`config.mk`:
```
export PLATFORM = sky130hd
export DESIGN_NAME = uart_rx
export DESIGN_NICKNAME = d
export VERILOG_FILES = /design/src/rtl/uart_pkg.sv /design/src/rtl/sync_2ff.sv /design/src/rtl/uart_rx.sv
export SDC_FILE = /design/constraint.sdc
export NUM_CORES = 1
export LEC_CHECK = 0
export CAP_MARGIN = 5
export CORE_ASPECT_RATIO = 2
export CORE_UTILIZATION = 40
export CTS_CLUSTER_DIAMETER = 30
export DETAILED_ROUTE_END_ITERATION = 12
export SLEW_MARGIN = 20
export SYNTH_ARGS = -nofsm -noshare
export SYNTH_HDL_FRONTEND = slang
export SYNTH_SLANG_ARGS = --single-unit
export TNS_END_PERCENT = 10
```
`constraint.sdc`:
```
create_clock -name clk_i -period 2.8 [get_ports clk_i]
set_clock_uncertainty 0.05 [all_clocks]
set_input_delay 0.56 -clock clk_i [delete_from_list [all_inputs] [get_ports clk_i]]
set_output_delay 0.56 -clock clk_i [all_outputs]
set_load 0.02 [all_outputs]
```
`src/rtl/uart_pkg.sv`:
```
// Shared UART definitions: receiver/transmitter state encodings and the
// zero-extending helpers used for the bit-time counter compares.
package uart_pkg;

    localparam int DATA_W = 8;
    localparam int BP_W   = 29;
    localparam int CNT_W  = 32;

    typedef enum logic [2:0] {
        ST_IDLE,
        ST_START,
        ST_DATA,
        ST_STOP,
        ST_WAIT_HIGH
    } uart_state_e;

    // Counter value at which the middle of the start bit is reached.
    function automatic logic [CNT_W-1:0] half_period(input logic [BP_W-1:0] bp);
        return {4'h0, bp[BP_W-1:1]};
    endfunction

    function automatic logic [CNT_W-1:0] full_period(input logic [BP_W-1:0] bp);
        return {3'h0, bp};
    endfunction

endpackage

```
`src/rtl/sync_2ff.sv`:
```
// Two-flop synchronizer for a single asynchronous input, with a
// configurable reset value.
module sync_2ff #(
    parameter logic RESET_VAL = 1'b1
) (
    input  logic clk_i,
    input  logic rst_i,
    input  logic d_i,
    output logic q_o
);

    logic meta_q, meta_d;
    logic sync_q, sync_d;

    always_comb begin
        meta_d = d_i;
        sync_d = meta_q;
    end

    always_ff @(posedge clk_i) begin
        if (rst_i) begin
            meta_q <= RESET_VAL;
            sync_q <= RESET_VAL;
        end else begin
            meta_q <= meta_d;
            sync_q <= sync_d;
        end
    end

    assign q_o = sync_q;

endmodule

```
`src/rtl/uart_rx.sv`:
```
// 8N1 UART receiver with mid-bit sampling, glitch rejection on the start
// bit, frame-error reporting and break (line-low) handling.
module uart_rx
    import uart_pkg::*;
(
    input  logic              clk_i,
    input  logic              rst_i,
    input  logic              rx_i,
    input  logic              locked_i,
    input  logic [BP_W-1:0]   bitperiod_i,
    output logic [DATA_W-1:0] dout_bo,
    output logic              rx_done_tick_o,
    output logic              frame_err_o
);

    logic rx_sync;

    uart_state_e       state_q, state_d;
    logic [CNT_W-1:0]  clk_counter_q, clk_counter_d;
    logic [2:0]        bit_counter_q, bit_counter_d;
    logic [DATA_W-1:0] shreg_q, shreg_d;
    logic [DATA_W-1:0] dout_q, dout_d;
    logic              rx_done_q, rx_done_d;
    logic              frame_err_q, frame_err_d;

    sync_2ff #(.RESET_VAL(1'b1)) u_rx_sync (
        .clk_i (clk_i),
        .rst_i (rst_i),
        .d_i   (rx_i),
        .q_o   (rx_sync)
    );

    always_comb begin
        state_d       = state_q;
        clk_counter_d = clk_counter_q;
        bit_counter_d = bit_counter_q;
        shreg_d       = shreg_q;
        dout_d        = dout_q;
        rx_done_d     = 1'b0;
        frame_err_d   = 1'b0;

        // Losing clock lock aborts any frame in progress silently.
        if (state_q != ST_IDLE && !locked_i) begin
            state_d       = ST_IDLE;
            clk_counter_d = '0;
        end else begin
            case (state_q)
                ST_IDLE: begin
                    if (!rx_sync && locked_i) begin
                        state_d       = ST_START;
                        clk_counter_d = '0;
                    end
                end
                ST_START: begin
                    clk_counter_d = clk_counter_q + 1'b1;
                    if (clk_counter_q == half_period(bitperiod_i)) begin
                        clk_counter_d = '0;
                        if (!rx_sync) begin
                            state_d       = ST_DATA;
                            bit_counter_d = '0;
                        end else begin
                            state_d = ST_IDLE;
                        end
                    end
                end
                ST_DATA: begin
                    clk_counter_d = clk_counter_q + 1'b1;
                    if (clk_counter_q == full_period(bitperiod_i)) begin
                        clk_counter_d = '0;
                        shreg_d       = {rx_sync, shreg_q[DATA_W-1:1]};
                        bit_counter_d = bit_counter_q + 3'd1;
                        if (bit_counter_q == 3'd7) begin
                            state_d = ST_STOP;
                        end
                    end
                end
                ST_STOP: begin
                    clk_counter_d = clk_counter_q + 1'b1;
                    if (clk_counter_q == full_period(bitperiod_i)) begin
                        clk_counter_d = '0;
                        if (rx_sync) begin
                            dout_d    = shreg_q;
                            rx_done_d = 1'b1;
                            state_d   = ST_IDLE;
                        end else begin
                            frame_err_d = 1'b1;
                            state_d     = ST_WAIT_HIGH;
                        end
                    end
                end
                ST_WAIT_HIGH: begin
                    if (rx_sync) begin
                        state_d = ST_IDLE;
                    end
                end
                default: begin
                    state_d = ST_IDLE;
                end
            endcase
        end
    end

    always_ff @(posedge clk_i) begin
        if (rst_i) begin
            state_q       <= ST_IDLE;
            clk_counter_q <= '0;
            bit_counter_q <= '0;
            shreg_q       <= '0;
            dout_q        <= '0;
            rx_done_q     <= 1'b0;
            frame_err_q   <= 1'b0;
        end else begin
            state_q       <= state_d;
            clk_counter_q <= clk_counter_d;
            bit_counter_q <= bit_counter_d;
            shreg_q       <= shreg_d;
            dout_q        <= dout_d;
            rx_done_q     <= rx_done_d;
            frame_err_q   <= frame_err_d;
        end
    end

    assign dout_bo        = dout_q;
    assign rx_done_tick_o = rx_done_q;
    assign frame_err_o    = frame_err_q;

endmodule

```
; Yosys cells after proc, flatten, opt, wreduce, memory -nomap -nowiden
; Cells that the tools add are included.
[classes]
addsub = 2
mul = 0
div = 0
n_lt_le_gt_ge = 0
n_eq_ne = 14
shift = 0
n_mux = 19
bitwise = 3
n_reduce_logical = 16
[op_table]
columns = op, n
row1 = $mux 32, 3
row2 = $pmux 32 s3, 1
row3 = $add 32x1->32 const B, 1
row4 = $eq 32x28->1, 1
row5 = $eq 32x29->1, 1
row6 = $mux 3, 10
row7 = $pmux 3 s5, 1
row8 = $ne 2x2->1 const B, 6
row9 = $eq 3x2->1 const B, 2
row10 = $eq 3x3->1 const B, 2
row11 = $pmux 3 s2, 1
row12 = $reduce_and 6->1, 1
row13 = $reduce_bool 3->1, 2
row14 = $reduce_and 5->1, 1
row15 = $reduce_and 4->1, 1
row16 = $reduce_or 2->1, 2
row17 = $reduce_or 4->1, 1
row18 = $add 3x1->3 const B, 1
row19 = $eq 3x1->1 const B, 1
row20 = $logic_not 3->1, 1
row21 = $not 1->1, 3
row22 = $reduce_and 3->1, 1
row23 = $logic_and 1x1->1, 2
row24 = $logic_not 1->1, 2
row25 = 5 further kinds, 6
[totals]
ff_bits = 58
latchBits = 0
mem_bits_rw = 0
rom_bits = 0
in_bits = 33
out_inout_bits = 10
wordCells = 63
mem_count = 0

; Logic depth before layout (Yosys ltp)
; Gate-level depths: netlist of the first run.
[depth]
depth_word = 4
ltp_mapped = 9
mapped_depth_nobuf = 7

; Hierarchy
; A second synthesis of the first run with hierarchy kept.
[unflattened]
hier_cells = 373
hier_area_um2 = 3279.4
[modules_own_cells]
columns = mod, instances, cells_per_inst, area_per_inst_um2, seq_area_each_um2
row1 = uart_rx, 1, 369, 3226.8, 1121.1
row2 = sync_2ff, 1, 4, 52.6, 40.0

; Worst setup path before layout of the first run
; Ideal clock, no wire load.
[synth_path]
kind = input port to flip-flop
startpoint = input port bitperiod_i[14]
endpoint = register shreg_q[3]
setup_ps = 127
t_arrival_ps = 1879
t_required_ps = 2623
setup_slack_ps = 744
path_stages = 8
n_path_buf = 2
path_cell_list = xnor2_1 -> nand4_1 -> nor4_4 -> and4_1 -> buf_4 -> buf_6 -> mux2i_1 -> nor2_1
[synth_between]
elab_chain_cells = 2
[synth_lines]
columns = item, line_no
row1 = from (decl), uart_rx.sv:10  ; input logic [BP_W-1:0] bitperiod_i,
row2 = $eq 32x29->1, uart_rx.sv:68  ; if (clk_counter_q == full_period(bitperiod_i)) begin
row3 = $reduce_and 3->1 (no source line), n/a
row4 = to (signal assigned), uart_rx.sv:116  ; shreg_q <= shreg_d;
row5 = to (decl), uart_rx.sv:21  ; logic [DATA_W-1:0] shreg_q, shreg_d;
; No other way between the ends.
; A chain may end at the register's enable or synchronous reset.

; Final worst setup path of the first run
[layout_path]
startpoint = input port bitperiod_i[13]
endpoint = register clk_counter_q[13]
[layout_between]
elab_chain_cells = 3
word_cells_on_any_way = 5
cone_classes = eq/ne: 2 / mux: 3
[layout_lines]
columns = item, line_no
row1 = $eq 32x29->1 / $eq 32x28->1 (equally long branches), "uart_rx.sv:68, uart_rx.sv:79, uart_rx.sv:56"
row2 = "$mux 32, on equally long branches", "uart_rx.sv:68, uart_rx.sv:79, uart_rx.sv:56"
row3 = $pmux 32 s3 (*), uart_rx.sv:47  ; case (state_q)
row4 = to (signal assigned), uart_rx.sv:114  ; clk_counter_q <= clk_counter_d;
row5 = to (decl), uart_rx.sv:19  ; logic [CNT_W-1:0] clk_counter_q, clk_counter_d;
; Mark *: on every way between the ends. The rest lies on a longest branch, timed or not.

==> results of run 1 <==
-- cells in the mapped netlist (3+ instances only) --
library cell  count  share of area, %
and3_1            8               1.5
nand2b_1         19               3.5
buf_2             6              0.89
xnor2_1          47                12
xor2_1           35               9.1
nand2_1          21               2.3
nand3_1          14               2.1
and4_1            4               1.0
nor4_1            7               1.3
ha_1              3               1.1
dfxtp_1          58                34
nand3b_1          3              0.67
inv_1             8              0.89
nor2_1           51               5.7
buf_6             5               1.7
or2_2             3              0.56
nor3_1            3              0.44
o41ai_1           3              0.78
mux2i_1          16               4.7
a21oi_1           5              0.74
clkbuf_1          5              0.56
xnor2_2           4               1.9
nand4_1          16               3.0
-- metrics by stage --
step	cell area [sq um]	hold WS, ns	setup TNS [ns]	power [mW]	utilization, %
finish	4240	0.356	0	2.09	51.5
global route	4240	0.384	0	2.15	51.5
CTS	4240	0.360	0	2.11	51.5
detailed placement	3950	0.349	-0.00553	1.02	47.9
global placement	3950	0.343	0	1.02	47.9
floorplan	3380	0.339	0	0.930	-
-- final cells by class --
type / instances / share of cell area, %
Multi-Input combinational cell: 291 / 48.8
Clock buffer: 11 / 5.96
Tap cell: 98 / 2.89
Inverter: 8 / 0.708
Sequential cell: 58 / 27.4
Timing Repair Buffer: 58 / 13.3
Clock inverter: 3 / 0.945
-- critical path, cell delays in order --
cell and delay [ns]:
clkdlybuf4s50_1 0.56, xnor2_1 0.15, nand4_1 0.14, nor4_1 0.43
a31oi_1 0.18, o211ai_1 0.28, buf_4 0.28, nor2_1 0.08
-- logic make-up (layout without fill, tap and decap cells) --
group / after synthesis / count (layout) / share of synthesized area [%]
AO/OA/AOI/OAI: 19 / 19 / 3.74
XOR/XNOR: 86 / 86 / 23.2
adder cells (fa/ha/maj): 3 / 3 / 1.11
buffers and inverters: 26 / 80 / 4.44
flip-flops: 58 / 58 / 34.4
multiplexers: 16 / 16 / 4.74
AND/OR/NAND/NOR: 167 / 167 / 28.4
-- metal layers --
layer,up-vias,track usage [%]
li1,1370,-
met5,-,0
met2,73,37.9
met4,0,16.9
met3,38,5.10
met1,1250,18.5
-- registers in the layout, summed over array words and instances (netlist names) --
name,count
state_q,3
clk_counter_q,32
u_rx_sync.q_o,1
shreg_q,8
frame_err_o,1
dout_bo,8
u_rx_sync.meta_q,1
bit_counter_q,3
rx_done_tick_o,1
-- worst max path at each step --
stage	start	to	slack (ns)	cells past startpoint
6_report	bitperiod_i[13]	clk_counter_q[13]	0.31	8
5_1_grt	bitperiod_i[13]	bit_counter_q[2]	0.16	7
4_1_cts	bitperiod_i[25]	frame_err_o	0.33	7
3_5_place_dp	bitperiod_i[13]	clk_counter_q[13]	-0.006	8
3_3_place_gp	bitperiod_i[25]	clk_counter_q[27]	0.05	9
2_1_floorplan	bitperiod_i[14]	shreg_q[3]	0.74	8
-- power breakdown --
group | switching (mW) | total [mW] | internal [mW]
Combinational | 0.0791 | 0.166 | 0.0871
Clock | 0.364 | 1.09 | 0.722
Sequential | 0.00378 | 0.834 | 0.830
==> metrics.md, run 1 <==
| Metric | Value |
|---|---|
| Pre-CTS setup slack | `-0.00553 ns` |
| CTS Sinks | `58` |
| Fraction of layout cells with a size suffix above 1 | `11.0%` |
| Worst R2R Path Depth | `7` |
| Cell Area, Synth | `3380 sq um` |
| Synth Net Count | `411` |
| Multi-input gate area | `2070 sq um` |
| Status | `finished, final reports clean` |
| Post-detailed-route count of antenna-violating nets | `0` |
| VDD IR-drop max | `0.301 mV` |
| Cell total after placement | `513` |
| FP Rows | `47` |
| First-pass DRT Iterations | `4` |
| Post-Synthesis Cells | `375` |
| Area growth from synthesis to layout | `25.5%` |
| Finished Layout Cells | `527` |
| Overflow after GRT | `0` |
| Worst Hold End | `u_rx_sync.q_o` |
| Number of global-route vias before repair | `2819` |
| Number of CTS-inserted buffers | `9` |
| Number of DRC markers in iteration 0 | `93` |
| Sequential fraction of the synthesis area | `34.4%` |
| Starting Density | `41.0%` |
| Setup bufs post-CTS | `0` |
| CP Capture Type | `flop` |
| GP Congestion | `0.838` |
| Min Tclk post-route | `2.49 ns` |
| Actual slew at the worst max-slew pin | `0.418 ns` |
| Fmax | `401 MHz` |
| Setup Crit Path Kind | `in2reg` |
| Distinct cell type count after synthesis | `46` |
| Number of synthesized flops with an enable pin | `0` |
| Worst R2R Setup Slack | `0.59 ns` |
| Final wirelength | `8.46 mm` |
| Drt via density | `5.18` |
| Power Density | `492 nW/um^2` |
| Crit path max fanout | `17` |
| Met1 wire length | `2.88 mm` |
| Input/output buffers | `42` |
| Total core area | `8230 sq um` |
| Unrepaired setup endpoints after global routing | `false` |
| Hold_sp | `u_rx_sync.meta_q` |
| Area of all sequential standard cells | `1160 sq um` |
| Post-synthesis register bit count | `58` |
| Fin crit share | `89.0%` |
| Met2 routed WL | `4.64 mm` |
| Synth Flop Type | `dfxtp_1` |
| Final setup viols | `0` |
| Final nets | `462` |
| Max Cap Viol | `0` |
| HP Class | `reg2reg` |
| Startpoint types | `input port` |
| Largest net degree at the start of global routing | `21` |
| Worst EP required | `2.97 ns` |
| Ports | `43` |
| Initial antenna violation count | `0` |
| Relative slew slack | `71.9%` |
| Vias | `2731` |
| # fillers | `794` |
| CTS root buf | `clkbuf_16` |
| Drt wl/cell | `16.1 um` |
| Antenna cell count | `0` |
| Clk_lat worst skew | `0.33 ns` |
| Worst setup margin | `0.308 ns` |
| All-layer global routing usage | `21.1%` |
| Clock-pin slew of the registers on the worst-case setup and hold paths | `0.05 ns` |
| Synth warn | `0` |
| CTS tree | `built` |
| Die Ht | `132 um` |
| Die width | `67.0 um` |
| R2R Path Start | `clk_counter_q[6]` |
| Commonest non-fill, non-tap cells in the layout | `dfxtp_1, nor2_1, xnor2_1` |
| Slew Viols, Final | `0` |
| Most common cell after layout, fill and taps aside | `dfxtp_1` |
| Mapped Avg Cell Area | `9.01 sq um` |
| Hpwl dp | `6.62 mm` |
| Highest Signal Layer | `met4` |
| CTS max path bufs | `2` |
| Global-route wire length before repair | `13.4 mm` |
| Reg2reg end | `clk_counter_q[13]` |
| Hold Vio Cnt, Final | `0` |
| Die area | `8840 sq um` |
| DR DRC count | `0` |
| Hold depth | `1` |
| Leak | `1.50 nW` |
| Async SR Flop Fraction | `0%` |
| Htree depth | `3` |
| Met3 WL | `340 um` |
| CTS resizes | `0` |
| Hold buffer count at CTS | `0` |
| Data arrival, critical path | `2.66 ns` |
No activity file was read; power rests on OpenSTA's default activity.
==> inputs of run 2 (changes only) <==
--- a/config.mk
+++ b/config.mk
@@ -10,8 +10,10 @@
 export CORE_UTILIZATION = 40
 export CTS_CLUSTER_DIAMETER = 30
 export DETAILED_ROUTE_END_ITERATION = 12
+export SKIP_LAST_GASP = 1
 export SLEW_MARGIN = 20
 export SYNTH_ARGS = -nofsm -noshare
 export SYNTH_HDL_FRONTEND = slang
+export SYNTH_HIERARCHICAL = 1
 export SYNTH_SLANG_ARGS = --single-unit
 export TNS_END_PERCENT = 10
==> metrics.md, run 2 <==
| Metric | Value |
|---|---|
| Final setup viols | `0` |
| Total core area | `7940 sq um` |
| Overall Power | `2.25 mW` |
| Fraction of layout cells with a size suffix above 1 | `13.8%` |
| Cell with the most instances after synthesis | `xor2_1` |
| Final wirelength | `8.57 mm` |
| Drt wl/cell | `16.1 um` |
| DR DRC count | `0` |
| Die area | `8590 sq um` |
| Global-route wire length before repair | `13.6 mm` |
| Clock-pin slew of the registers on the worst-case setup and hold paths | `0.05 ns` |
| Leak | `1.76 nW` |
| Met2 Use GR | `40.6%` |
| Drt via density | `5.39` |
| Finished Core Util | `53.3%` |
| Post-detailed-route count of antenna-violating nets | `0` |
| Synth warn | `6` |
| Data arrival, critical path | `2.69 ns` |
| Crit path max fanout | `5` |
| Antenna cell count | `0` |
| Reg2reg end | `clk_counter_q[24]` |
| CTS Sinks | `58` |
| Largest family of logic cells by synthesized area | `simple AND/OR/NAND/NOR gates` |
| Number of global-route vias before repair | `2871` |
| Worst R2R Path Depth | `6` |
| Commonest non-fill, non-tap cells in the layout | `xor2_1, dfxtp_1, nor2_1` |
| Async SR Flop Fraction | `0%` |
| Area growth from synthesis to layout | `29.0%` |
| Capture point of the critical path | `bit_counter_q[2]` |
| Yosys top cell area share | `35.4%` |
| VDD IR-drop max | `0.398 mV` |
| Clk_lat worst skew | `0.33 ns` |
| Final nets | `467` |
| Most common cell after layout, fill and taps aside | `xor2_1` |
| Setup TNS | `0 ns` |
| Slew Viols, Final | `0` |
| Mapped Avg Cell Area | `8.79 sq um` |
| Min Tclk post-route | `2.54 ns` |
| Synth Net Count | `409` |
| Yosys top cell by area | `dfxtp_1` |
| Cell Area, Synth | `3280 sq um` |
| Actual slew at the worst max-slew pin | `1.00 ns` |
| FP Rows | `46` |
| Number of DRC markers in iteration 0 | `102` |
| Crit-path max cell delay | `0.46 ns` |
| CP Capture Type | `flop` |
| Starting Density | `41.3%` |
| Global routing's busiest layer | `met2` |
| CTS resizes | `0` |
| Worst setup path startpoint | `bitperiod_i[3]` |
| HP Class | `reg2reg` |
| CTS root buf | `clkbuf_16` |
| Grt met1 use | `20.2%` |
| Worst EP required | `2.94 ns` |
| Hold buffer count at CTS | `0` |
| Post-synthesis adder-cell area fraction | `1.14%` |
| Setup bufs post-CTS | `0` |
| Die width | `66.0 um` |
| Xor/xnor share of the synthesized area | `22.4%` |
| Max reg flops | `32` |
| CTS tree | `built` |
| Placed Area | `3910 sq um` |
| Biggest register | `clk_counter_q` |
| Synth Flop Type | `dfxtp_1` |
| Slowest cell on the critical path | `clkdlybuf4s50_1` |
| Unrepaired setup endpoints after global routing | `false` |
| Number of CTS-inserted buffers | `9` |
| Distinct cell type count after synthesis | `46` |
| Max Cap Viol | `0` |
| Setup Crit Path Kind | `in2reg` |
| Simple-Gate Fraction of Synth Area | `24.8%` |
| Input/output buffers | `42` |
| Largest net degree at the start of global routing | `21` |
| Fmax | `393 MHz` |
| Post-synthesis compound-gate area fraction | `6.98%` |
| Ports | `43` |
| Post-Synthesis Cells | `373` |
| Status | `finished, final reports clean` |
| Power Density | `531 nW/um^2` |
| Mux contribution to synthesized area | `5.19%` |
| Crit path top cell by count | `buf_4` |
| R2R Path Start | `clk_counter_q[6]` |
| GP Congestion | `0.865` |
| Hold Vio Cnt, Final | `0` |
| Relative slew slack | `32.7%` |
| GR Util met3 | `5.16%` |
| Sequential fraction of the synthesis area | `35.4%` |
| Post-synthesis register bit count | `58` |
| Number of synthesized flops with an enable pin | `0` |
| Critical path, cell by cell | `clkdlybuf4s50_1 > xor2_1 > nor4_1 > buf_4 > nand2_1 > o31a_1 > buf_4 > o311ai_0 > o21ai_0` |
| Commonest cells post-synth | `xor2_1, dfxtp_1, nor2_1` |
| Fin crit share | `90.8%` |
| Vias | `2870` |
| Die Ht | `130 um` |
| First-pass DRT Iterations | `4` |
| Startpoint types | `input port` |
| Worst R2R Setup Slack | `0.35 ns` |
| CTS max path bufs | `2` |
| All-layer global routing usage | `21.5%` |
| Overflow after GRT | `0` |
| Design Area, Final | `4230 sq um` |
| Htree depth | `3` |
| Hpwl dp | `6.63 mm` |
| Initial antenna violation count | `0` |
| Synth top area cells | `dfxtp_1, xor2_1, nor2_1` |
-- run 2: worst min path at each step --
stage / startpoint / end / slack, ns / cells after the start
detailed placement: u_rx_sync/meta_q / u_rx_sync/q_o / 0.34 / 1
floorplan: u_rx_sync/meta_q / u_rx_sync/q_o / 0.33 / 1
CTS: u_rx_sync/meta_q / u_rx_sync/q_o / 0.35 / 1
finish: u_rx_sync/meta_q / u_rx_sync/q_o / 0.35 / 1
global placement: u_rx_sync/meta_q / u_rx_sync/q_o / 0.34 / 1
global route: u_rx_sync/meta_q / u_rx_sync/q_o / 0.36 / 1
-- run 2: metrics by stage --
| stage | setup slack, ns | hold WS [ns] | cells |
|---|---|---|---|
| 2_1_floorplan | 0.533 | 0.333 | 373 |
| 3_3_place_gp | -0.0203 | 0.344 | 516 |
| 3_5_place_dp | -0.0827 | 0.341 | 516 |
| 4_1_cts | 0.251 | 0.353 | 532 |
| 5_1_grt | 0.173 | 0.361 | 532 |
| 6_report | 0.257 | 0.352 | 532 |
-- run 2: layout make-up --
type	instances	area, sq um
clock inverters	5	77.6
flip-flops and latches	58	1160
repair buffers	68	628
multi-input cells	290	1990
inverters	4	15.0
well taps	96	120
clock buffers	11	243
fillers	746	3710
-- run 2: per-layer routing --
| layer | vias to the layer above | wire [um] | share of wire (%) |
|---|---|---|---|
| li1 | 1405 | - | - |
| met1 | 1351 | 3150 | 37 |
| met2 | 89 | 4760 | 56 |
| met3 | 25 | 315 | 3.7 |
| met4 | 0 | 348 | 4.1 |
| met5 | - | 0 | 0 |
-- run 2: worst max-delay path, delay by kind of cell --
| kind | cells | cell delay (ns) |
|---|---|---|
| compound gates | 3 | 0.80 |
| buf+inv | 3 | 0.80 |
| xor+xnor | 1 | 0.16 |
| simple gates | 2 | 0.36 |
-- run 2: kinds of logic (layout without fill, tap and decap cells) --
kind of cell               count (synthesis)  after routing
adders and majority gates                  3              3
buffers and inverters                     25             88
xor gates and xnor gates                  84             84
and+or+nand+nor                          155            155
DFF                                       58             58
muxes                                     17             17
AOI/OAI and AO/OA                         31             31
-- run 2: power by group --
part           switching, mW  internal (mW)  total (mW)  leakage (nW)
Clock                  0.377          0.799        1.18         0.156
Sequential            0.0143          0.832       0.847         0.468
Combinational          0.115          0.111       0.225          1.14
Total                  0.506           1.74        2.25          1.76
